## src/rtl/mips_pkg.sv

```systemverilog
// Shared definitions for the MIPS pipeline: load formats, default widths
// and the control bundle carried through the memory/write-back alignment stage.
package mips_pkg;

  localparam int DATA_WIDTH_DEFAULT     = 32;
  localparam int REG_ADDR_WIDTH_DEFAULT = 5;

  // Load format codes; any code not listed here is treated as a word load.
  localparam logic [2:0] LT_LB  = 3'b000;
  localparam logic [2:0] LT_LH  = 3'b001;
  localparam logic [2:0] LT_LW  = 3'b010;
  localparam logic [2:0] LT_LBU = 3'b100;
  localparam logic [2:0] LT_LHU = 3'b101;

  // Control captured by stage 1, one cycle behind the EX/MEM register.
  typedef struct packed {
    logic       reg_write;
    logic       mem_to_reg;
    logic [2:0] load_type;
  } s1_ctrl_t;

endpackage

```

## src/rtl/load_extender.sv

```systemverilog
// Picks the addressed byte/half/word out of a little-endian memory word,
// sign- or zero-extends it, and flags addresses misaligned for the format.
module load_extender
  import mips_pkg::*;
#(
  parameter int DATA_WIDTH = DATA_WIDTH_DEFAULT
) (
  input  logic [DATA_WIDTH-1:0] word,
  input  logic [1:0]            offset,
  input  logic [2:0]            load_type,
  output logic [DATA_WIDTH-1:0] ext_data,
  output logic                  misaligned
);

  logic [7:0]  sel_byte;
  logic [15:0] sel_half;

  // Offset 0 is bits 7:0; halves are chosen by offset[1] alone.
  assign sel_byte = word[{offset, 3'b000} +: 8];
  assign sel_half = word[{offset[1], 4'b0000} +: 16];

  // Format decode: extension of the selected lane plus alignment check.
  always_comb begin
    ext_data   = word;
    misaligned = 1'b0;
    case (load_type)
      LT_LB: begin
        ext_data = {{(DATA_WIDTH-8){sel_byte[7]}}, sel_byte};
      end
      LT_LBU: begin
        ext_data = {{(DATA_WIDTH-8){1'b0}}, sel_byte};
      end
      LT_LH: begin
        ext_data   = {{(DATA_WIDTH-16){sel_half[15]}}, sel_half};
        misaligned = offset[0];
      end
      LT_LHU: begin
        ext_data   = {{(DATA_WIDTH-16){1'b0}}, sel_half};
        misaligned = offset[0];
      end
      default: begin
        ext_data   = word;
        misaligned = (offset != 2'b00);
      end
    endcase
  end

endmodule

```

## src/rtl/mem_wb_stage.sv

```systemverilog
// Memory-to-writeback stage. Stage 1 delays the EX/MEM control by one cycle
// so it meets the data memory's registered read word; stage 2 extends the
// load, chooses load vs ALU data and registers the register-file write port.
//
// Flow control: i_valid is a pure step enable shared with the data memory.
// There is no ready; when i_valid is high every stage advances by one
// instruction, when low every register (including outputs) holds and
// i_flush has no effect.
module mem_wb_stage
  import mips_pkg::*;
#(
  parameter int DATA_WIDTH     = DATA_WIDTH_DEFAULT,
  parameter int REG_ADDR_WIDTH = REG_ADDR_WIDTH_DEFAULT
) (
  input  logic                      i_clk,
  input  logic                      i_reset,
  input  logic                      i_valid,
  input  logic                      i_flush,
  input  logic                      i_reg_write,
  input  logic                      i_mem_to_reg,
  input  logic [2:0]                i_load_type,
  input  logic [DATA_WIDTH-1:0]     i_alu_result,
  input  logic [REG_ADDR_WIDTH-1:0] i_rd_addr,
  input  logic [DATA_WIDTH-1:0]     i_read_data,
  output logic [DATA_WIDTH-1:0]     o_wb_data,
  output logic [REG_ADDR_WIDTH-1:0] o_wb_addr,
  output logic                      o_wb_enable,
  output logic                      o_misaligned
);

  s1_ctrl_t                  s1_ctrl;
  logic [DATA_WIDTH-1:0]     s1_alu;
  logic [REG_ADDR_WIDTH-1:0] s1_rd;

  logic [DATA_WIDTH-1:0]     ext_data;
  logic                      ext_mis;
  logic [DATA_WIDTH-1:0]     wb_data_next;
  logic                      wb_mis_next;
  logic                      wb_en_next;

  load_extender #(
    .DATA_WIDTH(DATA_WIDTH)
  ) u_load_extender (
    .word       (i_read_data),
    .offset     (s1_alu[1:0]),
    .load_type  (s1_ctrl.load_type),
    .ext_data   (ext_data),
    .misaligned (ext_mis)
  );

  // Stage 1: align control with the memory's one-cycle read; flush kills the write.
  always_ff @(posedge i_clk) begin
    if (i_reset) begin
      s1_ctrl <= '0;
      s1_alu  <= '0;
      s1_rd   <= '0;
    end else if (i_valid) begin
      s1_ctrl.reg_write  <= i_reg_write & ~i_flush;
      s1_ctrl.mem_to_reg <= i_mem_to_reg;
      s1_ctrl.load_type  <= i_load_type;
      s1_alu             <= i_alu_result;
      s1_rd              <= i_rd_addr;
    end
  end

  // Stage 2 select: misalignment only matters for loads; $zero is never written.
  always_comb begin
    wb_mis_next  = s1_ctrl.mem_to_reg & ext_mis;
    wb_data_next = s1_ctrl.mem_to_reg ? ext_data : s1_alu;
    wb_en_next   = s1_ctrl.reg_write & ~wb_mis_next & (s1_rd != '0);
  end

  // Stage 2 output register: the register-file write port.
  always_ff @(posedge i_clk) begin
    if (i_reset) begin
      o_wb_data    <= '0;
      o_wb_addr    <= '0;
      o_wb_enable  <= 1'b0;
      o_misaligned <= 1'b0;
    end else if (i_valid) begin
      o_wb_data    <= wb_data_next;
      o_wb_addr    <= s1_rd;
      o_wb_enable  <= wb_en_next;
      o_misaligned <= wb_mis_next;
    end
  end

endmodule
```

## config.mk

```make
export PLATFORM = sky130hd
export DESIGN_NAME = mem_wb_stage
export DESIGN_NICKNAME = d
export VERILOG_FILES = /design/src/rtl/mips_pkg.sv /design/src/rtl/load_extender.sv /design/src/rtl/mem_wb_stage.sv
export SDC_FILE = /design/constraint.sdc
export NUM_CORES = 1
export LEC_CHECK = 0
export ABC_AREA = 0
export BUFFER_PORTS_ARGS = -buffer_cell sky130_fd_sc_hd__buf_4
export CORE_ASPECT_RATIO = 0.5
export CORE_MARGIN = 2
export CORE_UTILIZATION = 48
export DETAILED_ROUTE_END_ITERATION = 10
export GPL_TIMING_DRIVEN = 0
export PLACE_DENSITY = 0.75
export SYNTH_ARGS = -nofsm -noshare
export SYNTH_HDL_FRONTEND = slang
export SYNTH_HIERARCHICAL = 1
export SYNTH_SLANG_ARGS = --single-unit
```

## constraint.sdc

```tcl
create_clock -name i_clk -period 4.6 [get_ports i_clk]
set_clock_uncertainty 0.15 [all_clocks]
set_input_delay 0.92 -clock i_clk [delete_from_list [all_inputs] [get_ports i_clk]]
set_output_delay 0.92 -clock i_clk [all_outputs]
set_load 0.02 [all_outputs]
```

==> out/metrics.csv, run 1 <==
metric,value,unit
cts-root-buf,clkbuf_16,
yosysTopAreaCell,dfxtp_1,
wl_per_cell,16.1,microns
core,0.00803,sq mm
synth.top_cell.area_share,0.407,
timing.fmax,468,MHz
synthCells,442,
dieArea,0.00910,sq mm
drt-initial-drc-count,254,
hpwl,8330,microns
reg2reg_slack,2.54,ns
drtPass1Iterations,5,
synthFlopType,dfxtp_1,
grt_max_degree,14,
post-place-ws,2.14,ns
hp-start,s1_ctrl[4],
worstMarginPinSlew,0.584,ns
ant_nets,0,
drcViolationCount,0,
rows,23,
num_antenna_cells,0,
die_w,133,microns
holdPathStages,2,
synth.yosys.seq_area_share,0.407,
synth-edff-count,0,
worstSetupStartpoint,i_read_data[31],
comb_power_share,0.201,
p_per_area,348,mW/mm^2
clock_path_buffers,2,
finalHoldViolations,0,
setup_viol,0,
worst-r2r-cell-count,7,
post_cts_buffers,0,
areaGrowthSynthToFinish,32.1,%
antenna_found_initial,0,
cts_max_level,3,
track_usage,0.247,
clk_latency,0.34,ns
p_leak,2.38,nW
worstSetupPathType,in -> reg,
syn-cell-area,0.00399,sq mm
portBuffers,114,
routed_wl,11000,microns
min_period,2.14,ns
fin_hold_ws,0.327,ns
seqPwrFrac,0.421,
status,"complete, no violations",
clk_pin_slew,0.06,ns
reg2reg_to,o_wb_data[28],
start_kind,input port,
vias,3603,
slew_violations,0,
cts_resized,0,
crit_path_end_kind,flop,
numCtsBuffers,9,
syn-num-nets,520,
final_layout_size_suffix_gt1_frac,0.299,
initial_core_util,0.497,
clkSinkCount,81,
max-slew-margin-rel,0.611,
ys_ff_latch,81,
hp-class,reg -> reg,
pwr-share-clk,0.378,
die_h,68.5,microns
ir_worst_vdd,0.000203,V
grt_pass1_vias,3381,
avgSynthCellArea,9.02,sq um
yosysWarnings,6,
ys_types,45,
internal_power,1.33,mW
vias_per_cell,5.28,
ctsHoldBuffers,0,
whs_endpoint,s1_ctrl[4],
postSynth.asyncResetShare,0,
grt_pass1_wl,17100,microns
r2r_start,s1_alu[0],
tritoncts,done,
place_congestion,0.931,
period_share,0.464,
critPathArrivalTime,2.19,ns
finalSetupTns,0,ns
ys_top_cells_by_area,"dfxtp_1 (41%), mux2i_1 (20%), nor2_1 (7.8%)",
fin_total_pwr,1.83,mW
p_sw_frac,0.271,
max_cap_violations,0,
cp.required,4.65,ns
nNetsFinal,645,
grt_setup_unrepaired,false,
io_pins,117,
setup_slack,2.46,ns
p_sw,497,uW
critPathMaxFanout,10,
grt_overflow,0,
## area by class of cell
cell class,instances,area (sq um)
Timing Repair Buffer,114,856
Tap cell,112,140
Sequential cell,81,1620
Inverter,3,11.3
Multi-Input combinational cell,319,2070
Clock inverter,6,60.1
Buffer,39,282
Clock buffer,9,225
Fill cell,706,2760
## cells in the mapped netlist (all sizes together), types with 2 or more instances
master and n:
nand2b 8, a21oi 16, a22oi 2, o22a 2, inv 3, dfxtp 81, clkbuf 17, nor2 84
o21bai 2, nor2b 6, a31oi 2, nand2 52, mux2 4, buf 21, nor3 3, a221o 5
o21ai 6, mux2i 79, a211oi 33
## state kept, by name (all words and copies together), names as in the netlist
signal        flops
s1_ctrl           5
o_wb_addr         5
o_wb_enable       1
o_wb_data        32
s1_alu           32
o_misaligned      1
s1_rd             5
## per-stage QoR
step | area, sq um | std cells | utilization
after global routing | 5270 | 683 | 0.656
after global placement | 4980 | 668 | 0.621
after floorplan | 3990 | 442 | -
final | 5270 | 683 | 0.656
after detailed placement | 4980 | 668 | 0.621
after CTS | 5270 | 683 | 0.656
## cell families (layout without fill, tap and decap cells)
family / Yosys count / after routing / share of synthesized area
simple gates: 160 / 160 / 0.167
mux: 83 / 83 / 0.211
flops: 81 / 81 / 0.407
compound gates: 76 / 76 / 0.142
buf+inv: 42 / 171 / 0.0734
## layout by cell type, fill, tap and decap left out, drive strengths merged, types with 3 or more instances in the layout
cell    instances
buf           135
nor2           84
dfxtp          81
mux2i          79
nand2          52
a211oi         33
clkbuf         26
a21oi          16
nand2b          8
nor2b           6
o21ai           6
a221o           5
mux2            4
clkinv          3
nor3            3
inv             3
## worst max-delay path by stage
stage,slack [ns],cells after the start,endpoint
6_report,2.46,8,o_wb_data[28]
3_5_place_dp,2.14,8,o_wb_data[28]
4_1_cts,2.49,8,o_wb_data[20]
5_1_grt,2.32,8,o_wb_data[19]
2_1_floorplan,2.45,7,o_wb_data[16]
3_3_place_gp,2.14,8,o_wb_data[28]
## layer usage
layer | vias up | wire length (microns) | global-route usage
met5 | - | 0 | 0
met1 | 1674 | 5300 | 0.335
met4 | 0 | 132 | 0.0847
met3 | 16 | 743 | 0.0667
met2 | 117 | 4820 | 0.385
li1 | 1796 | - | -
## power by group through the flow
stage | clock network [mW] | logic [mW] | registers [mW]
floorplan | 0 | 0.199 | 0.806
global placement | 0 | 0.360 | 0.785
detailed placement | 0 | 0.365 | 0.786
CTS | 0.705 | 0.366 | 0.771
global route | 0.733 | 0.399 | 0.775
finish | 0.692 | 0.368 | 0.771
## worst max-delay path, cell delays in order
cell and delay [ns]:
buf_4 0.12, mux2i_1 0.33, o2bb2a_4 0.22, nand2_2 0.12
buf_6 0.15, nand2_1 0.06, mux2i_1 0.17, a211oi_1 0.09
No activity file was read; power rests on OpenSTA's default activity.
==> run 2, diff against run 1 <==
==> constraint.sdc (replaced) <==
create_clock -name i_clk -period 2.05 [get_ports i_clk]
set_clock_uncertainty 0.15 [all_clocks]
set_input_delay 0.41 -clock i_clk [delete_from_list [all_inputs] [get_ports i_clk]]
set_output_delay 0.41 -clock i_clk [all_outputs]
set_load 0.02 [all_outputs]
==> out/metrics.csv, run 2 (same netlist as run 1, synthesis figures left out) <==
metric,value,unit
clk_latency,0.34,ns
holdPathStages,3,
min_period,1.91,ns
tritoncts,done,
slowest_stage,dfxtp_1,
antenna_found_initial,0,
critPathBufInv,2,
wl_per_cell,16.1,microns
num_antenna_cells,0,
drcViolationCount,0,
period_share,0.932,
hp-class,in -> reg,
grt_setup_unrepaired,true,
crit_family,compound AO/OA/AOI/OAI gates,
utilization,0.660,
final_cell_mix,"buf_4 (121), nor2_1 (83), dfxtp_1 (79), mux2i_1 (78), nand2_1 (51)",
worst-r2r-cell-count,8,
cpPeakStageDelay,0.32,ns
r2r_start,s1_ctrl[0],
finalHoldViolations,0,
max-slew-margin-rel,0.612,
rows,23,
grt_max_degree,14,
nNetsFinal,645,
areaGrowthSynthToFinish,32.9,%
p_leak,2.39,nW
clk_pin_slew,0.06,ns
clkSinkCount,81,
final_layout_size_suffix_gt1_frac,0.308,
grt_overflow,0,
worstPathCellList,buf_6 > nand2b_1 > clkbuf_2 > and2_2 > a21oi_1 > o21ai_1 > mux2i_1 > a211oi_1,
clock_path_buffers,2,
cts-root-buf,clkbuf_16,
hp-start,i_alu_result[3],
critPathArrivalTime,1.97,ns
drtPass1Iterations,7,
die_w,133,microns
finalSetupTns,0,ns
slew_violations,0,
grt_pass1_vias,3381,
initial_core_util,0.497,
whs_endpoint,s1_alu[3],
start_kind,flop,
ant_nets,0,
vias_per_cell,5.28,
track_usage,0.247,
crit_path_end_kind,flop,
io_pins,117,
core,0.00803,sq mm
setup_viol,0,
dieArea,0.00910,sq mm
mostFrequentLayoutCell,buf_4,
timing.fmax,523,MHz
max_cap_violations,0,
grt_pass1_wl,17100,microns
drt-initial-drc-count,211,
worstMarginPinSlew,0.581,ns
worstSetupPathType,reg -> reg,
ctsHoldBuffers,0,
portBuffers,114,
reg.largest.list,"o_wb_data (32), s1_alu (32)",
numCtsBuffers,9,
reg2reg_to,o_wb_data[6],
place_congestion,0.931,
cts_max_level,3,
hpwl,8330,microns
vias,3607,
reg2reg_slack,0.14,ns
cp.required,2.10,ns
routed_wl,11000,microns
critPathMaxFanout,9,
ir_worst_vdd,0.000461,V
status,"complete, no violations",
die_h,68.5,microns
p_per_area,779,mW/mm^2
## run 2: cell counts in the layout (fill, tap and decap cells not counted)
No cell type changed its count.
## run 2: metrics by stage
step	worst slack, ns	instance area [sq um]	hold slack, ns	power, mW	instances
after floorplan	0.320	3990	0.291	2.26	442
after detailed placement	0.0437	4980	0.315	2.58	668
after global routing	-0.00276	5300	0.157	4.29	683
final	0.139	5300	0.150	4.13	683
after CTS	0.0198	5270	0.148	4.13	683
after global placement	0.0421	4980	0.302	2.57	668
## run 2: how the worst max path moves through the flow
stage	from	endpoint	slack, ns	cells after the start
after global placement	s1_alu[0]	o_wb_data[28]	0.04	7
final	s1_ctrl[0]	o_wb_data[6]	0.14	8
after CTS	s1_alu[0]	o_wb_data[20]	0.02	7
after global routing	s1_alu[1]	o_wb_data[19]	-0.003	8
after detailed placement	s1_alu[0]	o_wb_data[28]	0.04	7
after floorplan	s1_alu[0]	o_wb_data[16]	0.32	7
## run 2: area by class of cell
cell class	count	area (sq um)
Fill cell	706	2730
Multi-Input combinational cell	319	2100
Sequential cell	81	1620
Timing Repair Buffer	114	856
Buffer	39	282
Clock buffer	9	225
Tap cell	112	140
Clock inverter	6	60.1
Inverter	3	11.3
## run 2: timing repair
item	4_1_cts	5_1_grt
endpoints found under the setup margin	0	25
gates resized for setup	0	10
setup buffers	0	0
## run 2: power by group
group	switching, mW	total [mW]	internal (mW)
sequential	0.0590	1.73	1.67
combinational	0.436	0.835	0.399
clock	0.634	1.56	0.929
## run 2: worst register-to-register path, stage by stage (launching register included)
cell and delay (ns):
dfxtp_1 0.32, buf_6 0.14, nand2b_1 0.13, clkbuf_2 0.18, and2_2 0.25, a21oi_1 0.27, o21ai_1 0.13, mux2i_1 0.14
a211oi_1 0.08
## run 2: routing by layer
layer  vias up  track usage  share of wire
met5         -            0              0
met4         0       0.0847          0.012
met3        13       0.0667          0.066
met2       128        0.385           0.45
met1      1680        0.335           0.48
li1       1786            -              -
==> run 3, diff against run 2 <==
--- a/config.mk
+++ b/config.mk
@@ -11,7 +11,6 @@
 export CORE_MARGIN = 2
 export CORE_UTILIZATION = 48
 export DETAILED_ROUTE_END_ITERATION = 10
-export GPL_TIMING_DRIVEN = 0
 export PLACE_DENSITY = 0.75
 export SYNTH_ARGS = -nofsm -noshare
 export SYNTH_HDL_FRONTEND = slang
==> out/metrics.csv, run 3 (same netlist as run 1, synthesis figures left out) <==
metric,value,unit
dieArea,0.00910,sq mm
rows,23,
track_usage,0.214,
grt_pass1_wl,15100,microns
p_sw,1.04,mW
die_w,133,microns
hp-class,in -> reg,
final_cell_mix,"buf_4 (122), nor2_1 (83), mux2i_1 (79), dfxtp_1 (78), nand2_1 (51)",
num_antenna_cells,0,
clock_path_buffers,2,
clk_pin_slew,0.06,ns
crit_path_end_kind,flop,
stdcell_area,0.00516,sq mm
areaGrowthSynthToFinish,29.4,%
internal_power,2.95,mW
portBuffers,116,
drtPass1Iterations,5,
critPathArrivalTime,2.03,ns
pwr-share-clk,0.370,
grt_pass1_vias,2989,
ir_worst_vdd,0.000460,V
hp-start,i_alu_result[18],
ant_nets,0,
grt_setup_unrepaired,false,
core,0.00803,sq mm
cts-root-buf,clkbuf_16,
antenna_found_initial,0,
cts_max_level,3,
start_kind,flop,
final_layout_size_suffix_gt1_frac,0.292,
clk_latency,0.33,ns
p_per_area,773,mW/mm^2
cp.required,2.13,ns
r2r_start,s1_ctrl[2],
ctsHoldBuffers,0,
finalHoldViolations,0,
wl_per_cell,14.8,microns
seqPwrFrac,0.436,
p_leak,2.30,nW
hpwl,7020,microns
worstMarginPinSlew,0.449,ns
slew_violations,0,
worst-r2r-cell-count,5,
nNetsFinal,620,
timing.fmax,511,MHz
max-slew-margin-rel,0.700,
whs_endpoint,s1_alu[18],
comb_power_share,0.195,
tritoncts,done,
placed_area,0.00488,sq mm
vias,3443,
routed_wl,9740,microns
die_h,68.5,microns
drt-initial-drc-count,201,
setup_viol,0,
vias_per_cell,5.25,
p_sw_frac,0.260,
clkSinkCount,81,
numCtsBuffers,9,
worstSetupPathType,reg -> reg,
reg2reg_slack,0.09,ns
mostFrequentLayoutCell,buf_4,
io_pins,117,
post_cts_buffers,0,
status,"complete, no violations",
grt_max_degree,63,
finalSetupTns,0,ns
max_cap_violations,0,
initial_core_util,0.497,
reg.largest.list,"o_wb_data (32), s1_alu (32)",
period_share,0.954,
drcViolationCount,0,
worstSetupStartpoint,s1_ctrl[2],
grt_overflow,0,
place_congestion,0.869,
min_period,1.96,ns
reg2reg_to,o_wb_data[9],
critPathMaxFanout,5,
holdPathStages,3,
==> run 3: cell count changes in the layout (fill, tap and decap cells not counted), sizes merged <==
cell / before / now
clkbuf: 26 / 13
dlymetal6s2s: 1 / 0
buf: 135 / 128
clkinvlp: 2 / 0
bufinv: 1 / 0
clkinv: 3 / 0
==> run 3: critical path, cell delays in order (launching register included) <==
cell and delay (ns):
dfxtp_1 0.36, or3_1 0.41, a211oi_2 0.37, a221o_2 0.20, mux2i_1 0.08, a211oi_1 0.28
==> run 3: power groups by stage <==
stage                     logic [mW]  registers (mW)  clock network (mW)
final                          0.777            1.74                1.48
after global routing           0.845            1.75                1.58
after CTS                      0.777            1.74                1.50
after detailed placement       0.774            1.77                   0
after global placement         0.765            1.77                   0
after floorplan                0.446            1.81                   0
==> run 3: per-stage QoR <==
stage	hold WS (ns)	power, mW	worst slack (ns)	instances	utilization
global placement	0.304	2.53	0.129	643	0.608
CTS	0.155	4.02	0.0921	656	0.642
floorplan	0.291	2.26	0.320	442	-
finish	0.160	3.99	0.0934	656	0.643
global route	0.155	4.18	0.00635	656	0.643
detailed placement	0.310	2.54	0.131	643	0.608
==> run 3: layout make-up <==
cell class	instances	area, sq um
sequential	81	1630
tap	112	140
inverter	3	11.3
timing repair buffer	128	1040
fill	691	2870
clock buffer	13	270
multi-input combinational	319	2080
==> run 3: layer usage <==
metal / global-route usage / vias up / routed length (microns) / share of wire
met1: 0.285 / 1602 / 4590 / 0.47
met3: 0.0659 / 8 / 638 / 0.066
met4: 0.0538 / 0 / 82 / 0.0084
met5: 0 / - / 0 / 0
li1: - / 1730 / - / -
met2: 0.341 / 103 / 4430 / 0.45
==> run 3: worst max path at each step <==
stage / slack [ns] / cells past startpoint / end
floorplan: 0.32 / 7 / o_wb_data[16]
global placement: 0.13 / 7 / o_wb_data[28]
detailed placement: 0.13 / 7 / o_wb_data[28]
CTS: 0.09 / 5 / o_wb_data[9]
global route: 0.006 / 5 / o_wb_data[9]
finish: 0.09 / 5 / o_wb_data[9]
==> run 3: what timing repair did <==
| item | 4_1_cts | 5_1_grt |
|---|---|---|
| endpoints found under the hold margin | 0 | 0 |
| endpoints found under the setup margin | 0 | 3 |
| resized for setup | 0 | 3 |
